$ cat src/rtl/pipelined_cla_adder.sv
// Two-stage pipelined carry-lookahead adder with valid/ready handshake and an
// optional approximate mode that cuts carries into the lowest block boundaries.
module pipelined_cla_adder #(
   parameter int unsigned WIDTH         = 16,
   parameter int unsigned BLOCK         = 4,
   parameter int unsigned APPROX_BLOCKS = 1
) (
   input  logic                     clk,
   input  logic                     rst_n,
   input  logic                     in_valid,
   output logic                     in_ready,
   input  logic [WIDTH-1:0]         a,
   input  logic [WIDTH-1:0]         b,
   input  logic                     cin,
   input  logic                     approx_en,
   output logic                     out_valid,
   input  logic                     out_ready,
   output logic [WIDTH-1:0]         sum,
   output logic                     cout,
   output logic [WIDTH/BLOCK-1:0]   blk_p,
   output logic [WIDTH/BLOCK-1:0]   blk_g
);

   localparam int unsigned N = WIDTH / BLOCK;

   logic             rdy_q;
   logic             s1_valid_q, s2_valid_q;
   logic             s1_adv, s2_adv, accept;

   logic [WIDTH-1:0] p_d, g_d, p_q, g_q;
   logic [N-1:0]     bp_d, bg_d, bp_q, bg_q;
   logic             cin_q, apx_q;

   logic [N:0]       c;
   logic [WIDTH-1:0] sum_d, sum_q;
   logic             cout_q;
   logic [N-1:0]     blk_p_q, blk_g_q;

   assign s2_adv    = !s2_valid_q || out_ready;
   assign s1_adv    = !s1_valid_q || s2_adv;
   assign in_ready  = rdy_q && s1_adv;
   assign accept    = in_valid && in_ready;
   assign out_valid = s2_valid_q;
   assign sum       = sum_q;
   assign cout      = cout_q;
   assign blk_p     = blk_p_q;
   assign blk_g     = blk_g_q;

   // Stage 1: bit and group propagate/generate.
   always_comb begin
      logic gp, gg;
      p_d  = a ^ b;
      g_d  = a & b;
      bp_d = '0;
      bg_d = '0;
      for (int unsigned k = 0; k < N; k++) begin
         gp = 1'b1;
         gg = 1'b0;
         for (int unsigned i = 0; i < BLOCK; i++) begin
            gg = g_d[k*BLOCK+i] | (p_d[k*BLOCK+i] & gg);
            gp = gp & p_d[k*BLOCK+i];
         end
         bp_d[k] = gp;
         bg_d[k] = gg;
      end
   end

   // Stage 2 block carries as flat sum-of-products. In approx mode the product
   // terms reaching below the cut are dropped, which equals substituting the
   // forced-zero carry at boundary APPROX_BLOCKS.
   always_comb begin
      logic acc, prod, cut;
      c    = '0;
      c[0] = cin_q;
      cut  = apx_q && (APPROX_BLOCKS > 0);
      for (int unsigned k = 0; k < N; k++) begin
         acc = 1'b0;
         if (!cut) begin
            prod = cin_q;
            for (int unsigned m = 0; m <= k; m++) prod = prod & bp_q[m];
            acc = acc | prod;
         end
         for (int unsigned j = 0; j <= k; j++) begin
            if (!cut || j >= APPROX_BLOCKS) begin
               prod = bg_q[j];
               for (int unsigned m = j + 1; m <= k; m++) prod = prod & bp_q[m];
               acc = acc | prod;
            end
         end
         c[k+1] = (cut && (k + 1 <= APPROX_BLOCKS)) ? 1'b0 : acc;
      end
   end

   // In-block carries, flat from the block carry-in.
   always_comb begin
      logic acc, prod;
      sum_d = '0;
      for (int unsigned k = 0; k < N; k++) begin
         for (int unsigned i = 0; i < BLOCK; i++) begin
            acc = c[k];
            for (int unsigned m = 0; m < i; m++) acc = acc & p_q[k*BLOCK+m];
            for (int unsigned j = 0; j < i; j++) begin
               prod = g_q[k*BLOCK+j];
               for (int unsigned m = j + 1; m < i; m++) prod = prod & p_q[k*BLOCK+m];
               acc = acc | prod;
            end
            sum_d[k*BLOCK+i] = p_q[k*BLOCK+i] ^ acc;
         end
      end
   end

   always_ff @(posedge clk or negedge rst_n) begin
      if (!rst_n) begin
         rdy_q      <= 1'b0;
         s1_valid_q <= 1'b0;
         s2_valid_q <= 1'b0;
         p_q        <= '0;
         g_q        <= '0;
         bp_q       <= '0;
         bg_q       <= '0;
         cin_q      <= 1'b0;
         apx_q      <= 1'b0;
         sum_q      <= '0;
         cout_q     <= 1'b0;
         blk_p_q    <= '0;
         blk_g_q    <= '0;
      end else begin
         rdy_q <= 1'b1;
         if (s1_adv) begin
            s1_valid_q <= accept;
            if (accept) begin
               p_q   <= p_d;
               g_q   <= g_d;
               bp_q  <= bp_d;
               bg_q  <= bg_d;
               cin_q <= cin;
               apx_q <= approx_en;
            end
         end
         if (s2_adv) begin
            s2_valid_q <= s1_valid_q;
            if (s1_valid_q) begin
               sum_q   <= sum_d;
               cout_q  <= c[N];
               blk_p_q <= bp_q;
               blk_g_q <= bg_q;
            end
         end
      end
   end

endmodule

$ cat config.mk
export PLATFORM = sky130hd
export DESIGN_NAME = pipelined_cla_adder
export DESIGN_NICKNAME = d
export VERILOG_FILES = /design/src/rtl/pipelined_cla_adder.sv
export SDC_FILE = /design/constraint.sdc
export NUM_CORES = 1
export LEC_CHECK = 0
export ABC_AREA = 1
export CORE_AREA = 2 2 83 77
export DETAILED_ROUTE_END_ITERATION = 7
export DIE_AREA = 0 0 85 79
export HOLD_SLACK_MARGIN = 0.1
export PLACE_DENSITY = 0.85
export SKIP_CTS_REPAIR_TIMING = 1
export SKIP_LAST_GASP = 1
export SYNTH_ARGS = -nofsm -noshare
export SYNTH_HDL_FRONTEND = slang
export SYNTH_SLANG_ARGS = --single-unit
$ cat constraint.sdc
create_clock -name clk -period 2.3 [get_ports clk]
set_input_delay 0.345 -clock clk [delete_from_list [all_inputs] [get_ports clk]]
set_output_delay 0.345 -clock clk [all_outputs]
set_load 0.05 [all_outputs]
==> results of run 1 <==
==> tightest hold or removal path, delay by kind of cell, from the launching register on <==
kind	cells	cell delay, ns
DFF	1	0.34
and+or+nand+nor	2	0.11
==> worst paths after layout <==
kind,start,to,slack (ns),cells after the start
max,blk_g[1],blk_g[1],0.40,1
max in group asynchronous,rst_n,g_q[2],1.09,3
max reg2reg,bg_q[0],sum[15],0.56,13
min in group asynchronous,rst_n,bg_q[0],0.52,2
min reg2reg,blk_p[0],blk_p[0],0.48,2
min,blk_p[0],blk_p[0],0.48,2
==> cells in the mapped netlist <==
master and n:
sky130_fd_sc_hd__nand2_2 2, sky130_fd_sc_hd__nand3_1 27, sky130_fd_sc_hd__inv_1 26, sky130_fd_sc_hd__buf_6 3, sky130_fd_sc_hd__buf_4 4, sky130_fd_sc_hd__o22ai_2 1
sky130_fd_sc_hd__nand2_1 140, sky130_fd_sc_hd__o21ai_2 4, sky130_fd_sc_hd__nand3_4 1, sky130_fd_sc_hd__ha_1 20, sky130_fd_sc_hd__nand2_4 1, sky130_fd_sc_hd__buf_2 5
sky130_fd_sc_hd__o21ai_1 11, sky130_fd_sc_hd__a21oi_1 5, sky130_fd_sc_hd__nor3_1 4, sky130_fd_sc_hd__nand3_2 1, sky130_fd_sc_hd__conb_1 1, sky130_fd_sc_hd__or2_2 1
sky130_fd_sc_hd__nor2_1 7, sky130_fd_sc_hd__o21a_1 1, sky130_fd_sc_hd__o21ai_0 23, sky130_fd_sc_hd__dfrtp_1 66, sky130_fd_sc_hd__inv_2 2
==> power by group through the flow <==
stage | combinational (W) | sequential (W) | clock, W
finish | 0.00136 | 0.00154 | 0.00110
global route | 0.00147 | 0.00157 | 0.00116
CTS | 0.00137 | 0.00154 | 0.00111
detailed placement | 0.00136 | 0.00156 | 0
global placement | 0.00133 | 0.00155 | 0
floorplan | 0.000403 | 0.00201 | 0
==> flip-flops by register name, indices dropped and copies added, names as in the netlist <==
register    count
s1_valid_q      1
bg_q            4
apx_q           1
g_q            12
blk_g           4
rdy_q           1
out_valid       1
cout            1
cin_q           1
bp_q            4
blk_p           4
p_q            16
sum            16
==> metal layers <==
metal  vias to the layer above  wire length [um]  GRT usage
li1                       1280                 -          -
met1                      1217              2790      0.264
met2                        89              3560      0.368
met3                        10               329     0.0676
met4                         0               104     0.0778
met5                         -                 0          0
==> cell families after synthesis <==
group                    after synthesis  synth area share
AND/OR/NAND/NOR                      184             0.245
flip-flops                            66             0.530
AO/OA/AOI/OAI                         45            0.0804
buffers and inverters                 40            0.0623
adder cells (fa/ha/maj)               20            0.0804
other                                  1           0.00120
==> final cells by class <==
type,instances,area (um^2)
multi-input combinational,250,1270
tap,72,90.1
sequential,66,1650
timing repair buffer,71,713
inverter,28,105
clock buffer,13,159
fill,425,1860
clock inverter,2,60.1
==> metrics by stage <==
| stage | cells | setup slack, ns |
|---|---|---|
| floorplan | 356 | 0.833 |
| global placement | 486 | 0.553 |
| detailed placement | 486 | 0.528 |
| CTS | 501 | 0.392 |
| global route | 502 | 0.358 |
| finish | 502 | 0.403 |
==> Flow_metrics.wiki, run 1 <==
{| class="wikitable"
! Metric !! Value
|-
| Total CTS buffers || 9
|-
| Setup TNS || 0 ns
|-
| Number of inserted diodes || 0
|-
| Worst setup skew after layout || about 0.0064 ns
|-
| Number of distinct library cells after synthesis || 23
|-
| Switching component of the power || 0.00146 W
|-
| Synthesis-to-layout area growth || 30.0%
|-
| Worst max-slew margin expressed relative to the limit || 0.626
|-
| Buffer and inverter count on the worst path || 1
|-
| Gate count of the mapped netlist || 356
|-
| Wire length reported by the detailed router || ~6800 um
|-
| First-pass GRT wire length || 11,300 um
|-
| Global router's overall resource usage || 0.218
|-
| Synthesized net count || 414
|-
| Count of antenna-violating nets left after detailed routing || 0
|-
| Fraction of layout cells with a size suffix above 1 || 0.0791
|-
| Final clock period utilization by the worst path || 0.825
|-
| Pin count of the biggest net entering global routing || 37
|-
| Number of H-tree branching levels || 3
|-
| Worst voltage drop across the vdd grid || 0.600 mV
|-
| Final setup vio count || 0
|-
| Power after layout || 0.00400 W
|-
| Area share of the largest cell type after synthesis || 0.530
|-
| Initial core utilization || 0.527
|-
| Data arrival at the endpoint of the critical path || 1.55 ns
|-
| Iter 0 DRT Violations || 126
|-
| Post-CTS clock slew at the launch and capture registers of the worst setup and hold paths || roughly 0.07 ns
|-
| Status || completed
|-
| Maximum clock frequency || 527 MHz
|-
| First-pass iteration count of the detailed router || 5
|-
| Worst hold slack || 0.480 ns
|-
| Largest area contributor in the netlist || sky130_fd_sc_hd__dfrtp_1
|-
| Total of buffers placed on input and output ports || 64
|-
| Seq/Total Area, Yosys || 0.530
|-
| CTS Root Cell || sky130_fd_sc_hd__clkbuf_8
|-
| Final Util || 0.685
|-
| Overall via count from detail_route || 2,596
|-
| Family with the most delay on the worst path || buffers and inverters
|-
| TritonCTS clock tree || done
|-
| Final instance area || 4050 um^2
|-
| Antenna violations before repair || 0
|-
| Flip-flop and latch count after synthesis || 66
|-
| Post-synthesis instance area || a little over 3000 um^2
|-
| Via count of the first global-routing pass || 2,509
|-
| Cell types with the largest area share after synthesis || sky130_fd_sc_hd__dfrtp_1, sky130_fd_sc_hd__nand2_1, sky130_fd_sc_hd__ha_1
|-
| Chip height || 79 um
|-
| Count of maximum capacitance violations || 0
|-
| Overflow left after global routing || 0
|-
| Routed wirelength normalized by instance count || 13.5 um
|-
| Routability congestion estimate || 0.819
|-
| Detailed-placement wirelength estimate || 4780 um
|-
| Total number of yosys warnings || 0
|-
| Final net count || between 400 and 500
|-
| Most common cell after layout, fill and taps aside || sky130_fd_sc_hd__nand2_1
|-
| Clock sinks || 66
|-
| Clock latency of the later-clocked register in the worst-skew pair || 0.34 ns
|-
| Crit path max-delay cell type || sky130_fd_sc_hd__clkdlybuf4s50_1
|-
| Clock buffer depth || 2
|-
| Internal power component || approximately 0.0025 W
|-
| # DRC || 0
|-
| Actual slew at the worst max-slew pin || 0.561 ns
|-
| Fraction of power consumed by combinational cells || 0.341
|-
| Reported leakage power || 2.01 nW
|-
| Syn Area/Cell || about 9 um^2
|-
| Die Wd || about 85 um
|-
| Maximum cell stage delay along the critical path || 0.82 ns
|-
| Pins over their slew limit || 0
|-
| Worst hold path class || reg2reg
|-
| Average vias per placed instance || 5.17
|-
| Required @ worst endpoint || 1.96 ns
|-
| Number of rows in the core area || 27
|-
| Path type of the worst setup path || reg2out
|-
| Highest fanout seen on the critical path || 2
|-
| Endpoint kind of the worst setup timing path || output pin
|-
| Top library cells by usage in the layout, fill and taps aside || sky130_fd_sc_hd__nand2_1, sky130_fd_sc_hd__dfrtp_1, sky130_fd_sc_hd__clkdlybuf4s50_1
|-
| Unrepaired setup endpoints after global routing || false
|-
| Full die area || 6720 um^2
|-
| Power per cell area || just under 1000 nW/um^2
|-
| Crit path cell chain || clkdlybuf4s50_1
|-
| Flop pwr share || 0.385
|-
| IO Count || 65
|-
| Area after detailed placement || between 3000 and 4000 um^2
|-
| Area of the core || 5910 um^2
|-
| Power share of the clock group || 0.274
|-
| Launching element type of the critical path || flip-flop
|-
| Fraction of power spent switching nets || 0.365
|-
| Post-route minimum period || 1.90 ns
|-
| Number of hold-slack violations in the final timing report || 0
|}
No activity file was read; power rests on OpenSTA's default activity.
==> run 2: changes to the inputs <==
--- a/config.mk
+++ b/config.mk
@@ -6,11 +6,11 @@
 export NUM_CORES = 1
 export LEC_CHECK = 0
 export ABC_AREA = 1
-export CORE_AREA = 2 2 83 77
+export CORE_AREA = 2 2 90 84
 export DETAILED_ROUTE_END_ITERATION = 7
-export DIE_AREA = 0 0 85 79
+export DIE_AREA = 0 0 92 86
 export HOLD_SLACK_MARGIN = 0.1
-export PLACE_DENSITY = 0.85
+export PLACE_DENSITY = 0.76
 export SKIP_CTS_REPAIR_TIMING = 1
 export SKIP_LAST_GASP = 1
 export SYNTH_ARGS = -nofsm -noshare
==> constraint.sdc (replaced) <==
create_clock -name clk -period 1.6 [get_ports clk]
set_input_delay 0.24 -clock clk [delete_from_list [all_inputs] [get_ports clk]]
set_output_delay 0.24 -clock clk [all_outputs]
set_load 0.05 [all_outputs]
==> run 2 against run 1 <==
Effect of this change: largest cell class unchanged; global-route usage fell by 3.9 points; count of clock-buffer cells in the layout fell by 3; clock power rose by 28%; critical endpoint is now sum[15]; wire length fell by 2.6%; non-clock buffer count rose by 9; highest routed layer unchanged; die area rose by 18%; register-to-register slack got worse by 0.45 ns; sequential cell count did not move; setup slack got worse by 0.29 ns; first-iteration DRC count fell by 23%; clock skew rose by 0.0015 ns; utilization fell by 8.3 points.
==> Flow_metrics.wiki, run 2 (synthesis gave the netlist of run 1 again) <==
{| class="wikitable"
! Metric !! Value
|-
| Status || completed
|-
| Clock latency of the later-clocked register in the worst-skew pair || 0.33 ns (about the same)
|-
| IO Count || 65 (unchanged)
|-
| Iter 0 DRT Violations || 97 (-23%)
|-
| Launching element type of the critical path || flip-flop
|-
| Crit path cell chain || nand2_2 > nand2_2 > nand3_2 > nand2_2 > nand2_2 > nand2_2 > ha_4 > nand2_4 > nand3_2 > nand2_2 > nand3_1 > nand3_1 > nand2_1
|-
| Clock sinks || 66 (unchanged)
|-
| Inst Count DP || 514 (+5.8%)
|-
| Wire length reported by the detailed router || 6610 um (-2.6%)
|-
| Final clock period utilization by the worst path || 0.931
|-
| Overall via count from detail_route || 2,578 (-0.69%)
|-
| Family with the most delay on the worst path || simple AND/OR/NAND/NOR gates
|-
| Pins over their slew limit || 0 (unchanged)
|-
| Number of rows in the core area || 29 (+7.4%)
|-
| Routed wirelength normalized by instance count || 12.4 um (-8.3%)
|-
| Buffer and inverter count on the worst path || 0 (-1)
|-
| Antenna violations before repair || 0 (unchanged)
|-
| Power after layout || 0.00559 W (+40%)
|-
| Top library cells by usage in the layout, fill and taps aside || sky130_fd_sc_hd__nand2_1, sky130_fd_sc_hd__dfrtp_1, sky130_fd_sc_hd__buf_4
|-
| Setup TNS || 0 ns (unchanged)
|-
| Pin count of the biggest net entering global routing || 67 (+81%)
|-
| Post-CTS clock slew at the launch and capture registers of the worst setup and hold paths || 0.08 ns (about the same)
|-
| Count of antenna-violating nets left after detailed routing || 0 (unchanged)
|-
| Number of H-tree branching levels || 3 (unchanged)
|-
| Global router's overall resource usage || 0.179 (-0.0387)
|-
| Average vias per placed instance || 4.84 (-6.5%)
|-
| Number of inserted diodes || 0 (unchanged)
|-
| Highest fanout seen on the critical path || 3 (+1)
|-
| Routability congestion estimate || 0.901 (+10%)
|-
| Overflow left after global routing || 0 (unchanged)
|-
| Total of buffers placed on input and output ports || 64 (unchanged)
|-
| Most common cell after layout, fill and taps aside || sky130_fd_sc_hd__nand2_1
|-
| Worst hold path class || in2async
|-
| Fraction of layout cells with a size suffix above 1 || 0.198 (+0.119)
|-
| Worst setup skew after layout || 0.00796 ns (+0.00155 ns)
|-
| Reported leakage power || 2.10 nW (+4.4%)
|-
| Total CTS buffers || 9 (unchanged)
|-
| Maximum clock frequency || between 600 and 700 MHz
|-
| Clock buffer depth || 2 (unchanged)
|-
| Endpoint kind of the worst setup timing path || flip-flop
|-
| Detailed-placement wirelength estimate || 4820 um (+0.86%)
|-
| Area of the core || 6890 um^2 (+17%)
|-
| Final setup vio count || 0 (unchanged)
|-
| Die Wd || 92 um (+8.2%)
|-
| Worst voltage drop across the vdd grid || 0.582 mV (-2.9%)
|-
| Path type of the worst setup path || reg2reg
|-
| Count of maximum capacitance violations || 0 (unchanged)
|-
| Unrepaired setup endpoints after global routing || true
|-
| First-pass GRT wire length || 11,200 um (-1.2%)
|-
| Via count of the first global-routing pass || 2,450 (-2.4%)
|-
| Final Non-Filler Cells || 533 (+6.2%)
|-
| Chip height || 86 um (+8.9%)
|-
| # DRC || 0 (unchanged)
|-
| Initial core utilization || 0.452 (-0.0750)
|-
| Post-route minimum period || 1.49 ns
|-
| Full die area || 7910 um^2 (+18%)
|-
| Required @ worst endpoint || 1.83 ns (-0.13 ns)
|-
| CP dominant cell by count || sky130_fd_sc_hd__nand2_2
|-
| Maximum cell stage delay along the critical path || 0.40 ns (-0.42 ns)
|-
| Synthesis-to-layout area growth || 33.1%
|-
| Crit path max-delay cell type || sky130_fd_sc_hd__dfrtp_1
|-
| CTS Root Cell || sky130_fd_sc_hd__clkbuf_8
|-
| TritonCTS clock tree || done
|-
| Power per cell area || 1350 nW/um^2 (+37%)
|-
| Final net count || 493 (+1.9%)
|-
| First-pass iteration count of the detailed router || 5 (unchanged)
|-
| Number of hold-slack violations in the final timing report || 0 (unchanged)
|-
| Data arrival at the endpoint of the critical path || 1.72 ns (+0.17 ns)
|}
[run 2: worst paths after layout]
path | from | slack, ns | endpoint | cells past startpoint
min reg2reg | sum[12] | 0.49 | sum[12] | 2
max reg2reg | cin_q | 0.11 | sum[15] | 13
min in group clk | cin | 0.48 | cin_q | 3
max | cin_q | 0.11 | sum[15] | 13
max in group asynchronous | rst_n | 0.88 | bp_q[1] | 3
min | rst_n | 0.44 | sum[2] | 3
[run 2: through the flow]
| step | area [um^2] | utilization | setup slack [ns] | hold WS (ns) |
|---|---|---|---|---|
| 5_1_grt | 4150 | 0.601 | -0.0439 | 0.466 |
| 3_5_place_dp | 3860 | 0.560 | -0.00592 | 0.278 |
| 3_3_place_gp | 3860 | 0.560 | 0.103 | 0.283 |
| 6_report | 4150 | 0.601 | 0.110 | 0.440 |
| 4_1_cts | 4060 | 0.589 | -0.0191 | -0.0798 |
| 2_1_floorplan | 3110 | - | 0.162 | -0.0556 |
[run 2: layout make-up]
| cell class | instances | area (um^2) |
|---|---|---|
| fillers | 608 | 2750 |
| flip-flops and latches | 66 | 1650 |
| multi-input cells | 250 | 1330 |
| repair buffers | 80 | 741 |
| clock buffers | 10 | 138 |
| well taps | 93 | 116 |
| inverters | 28 | 105 |
| clock inverters | 6 | 66.3 |
[run 2: worst min-delay path, stage by stage]
cell                            delay (ns)
sky130_fd_sc_hd__dlygate4sd3_1        0.51
sky130_fd_sc_hd__buf_2                0.12
sky130_fd_sc_hd__buf_12               0.30
[run 2: layer usage]
metal / global-route usage / routed length [um] / share of wire / vias up
met4: 0.0651 / 85 / 0.013 / 0
li1: - / - / - / 1295
met1: 0.252 / 3100 / 0.47 / 1199
met5: 0 / 0 / 0 / -
met3: 0.0387 / 345 / 0.052 / 11
met2: 0.275 / 3080 / 0.47 / 73
[run 2: power breakdown]
part	leakage, nW	switching [W]	internal [W]
Clock	0.0945	0.000650	0.000761
Sequential	0.833	0.000212	0.00200
Combinational	1.17	0.00128	0.000685
==> run 3: changes to the inputs <==
--- a/config.mk
+++ b/config.mk
@@ -7,6 +7,7 @@
 export LEC_CHECK = 0
 export ABC_AREA = 1
 export CORE_AREA = 2 2 90 84
+export CTS_CLUSTER_DIAMETER = 100
 export DETAILED_ROUTE_END_ITERATION = 7
 export DIE_AREA = 0 0 92 86
 export HOLD_SLACK_MARGIN = 0.1
==> results of run 3 <==
Same layout as run 2: the final DEF is identical, and so are final timing and power.
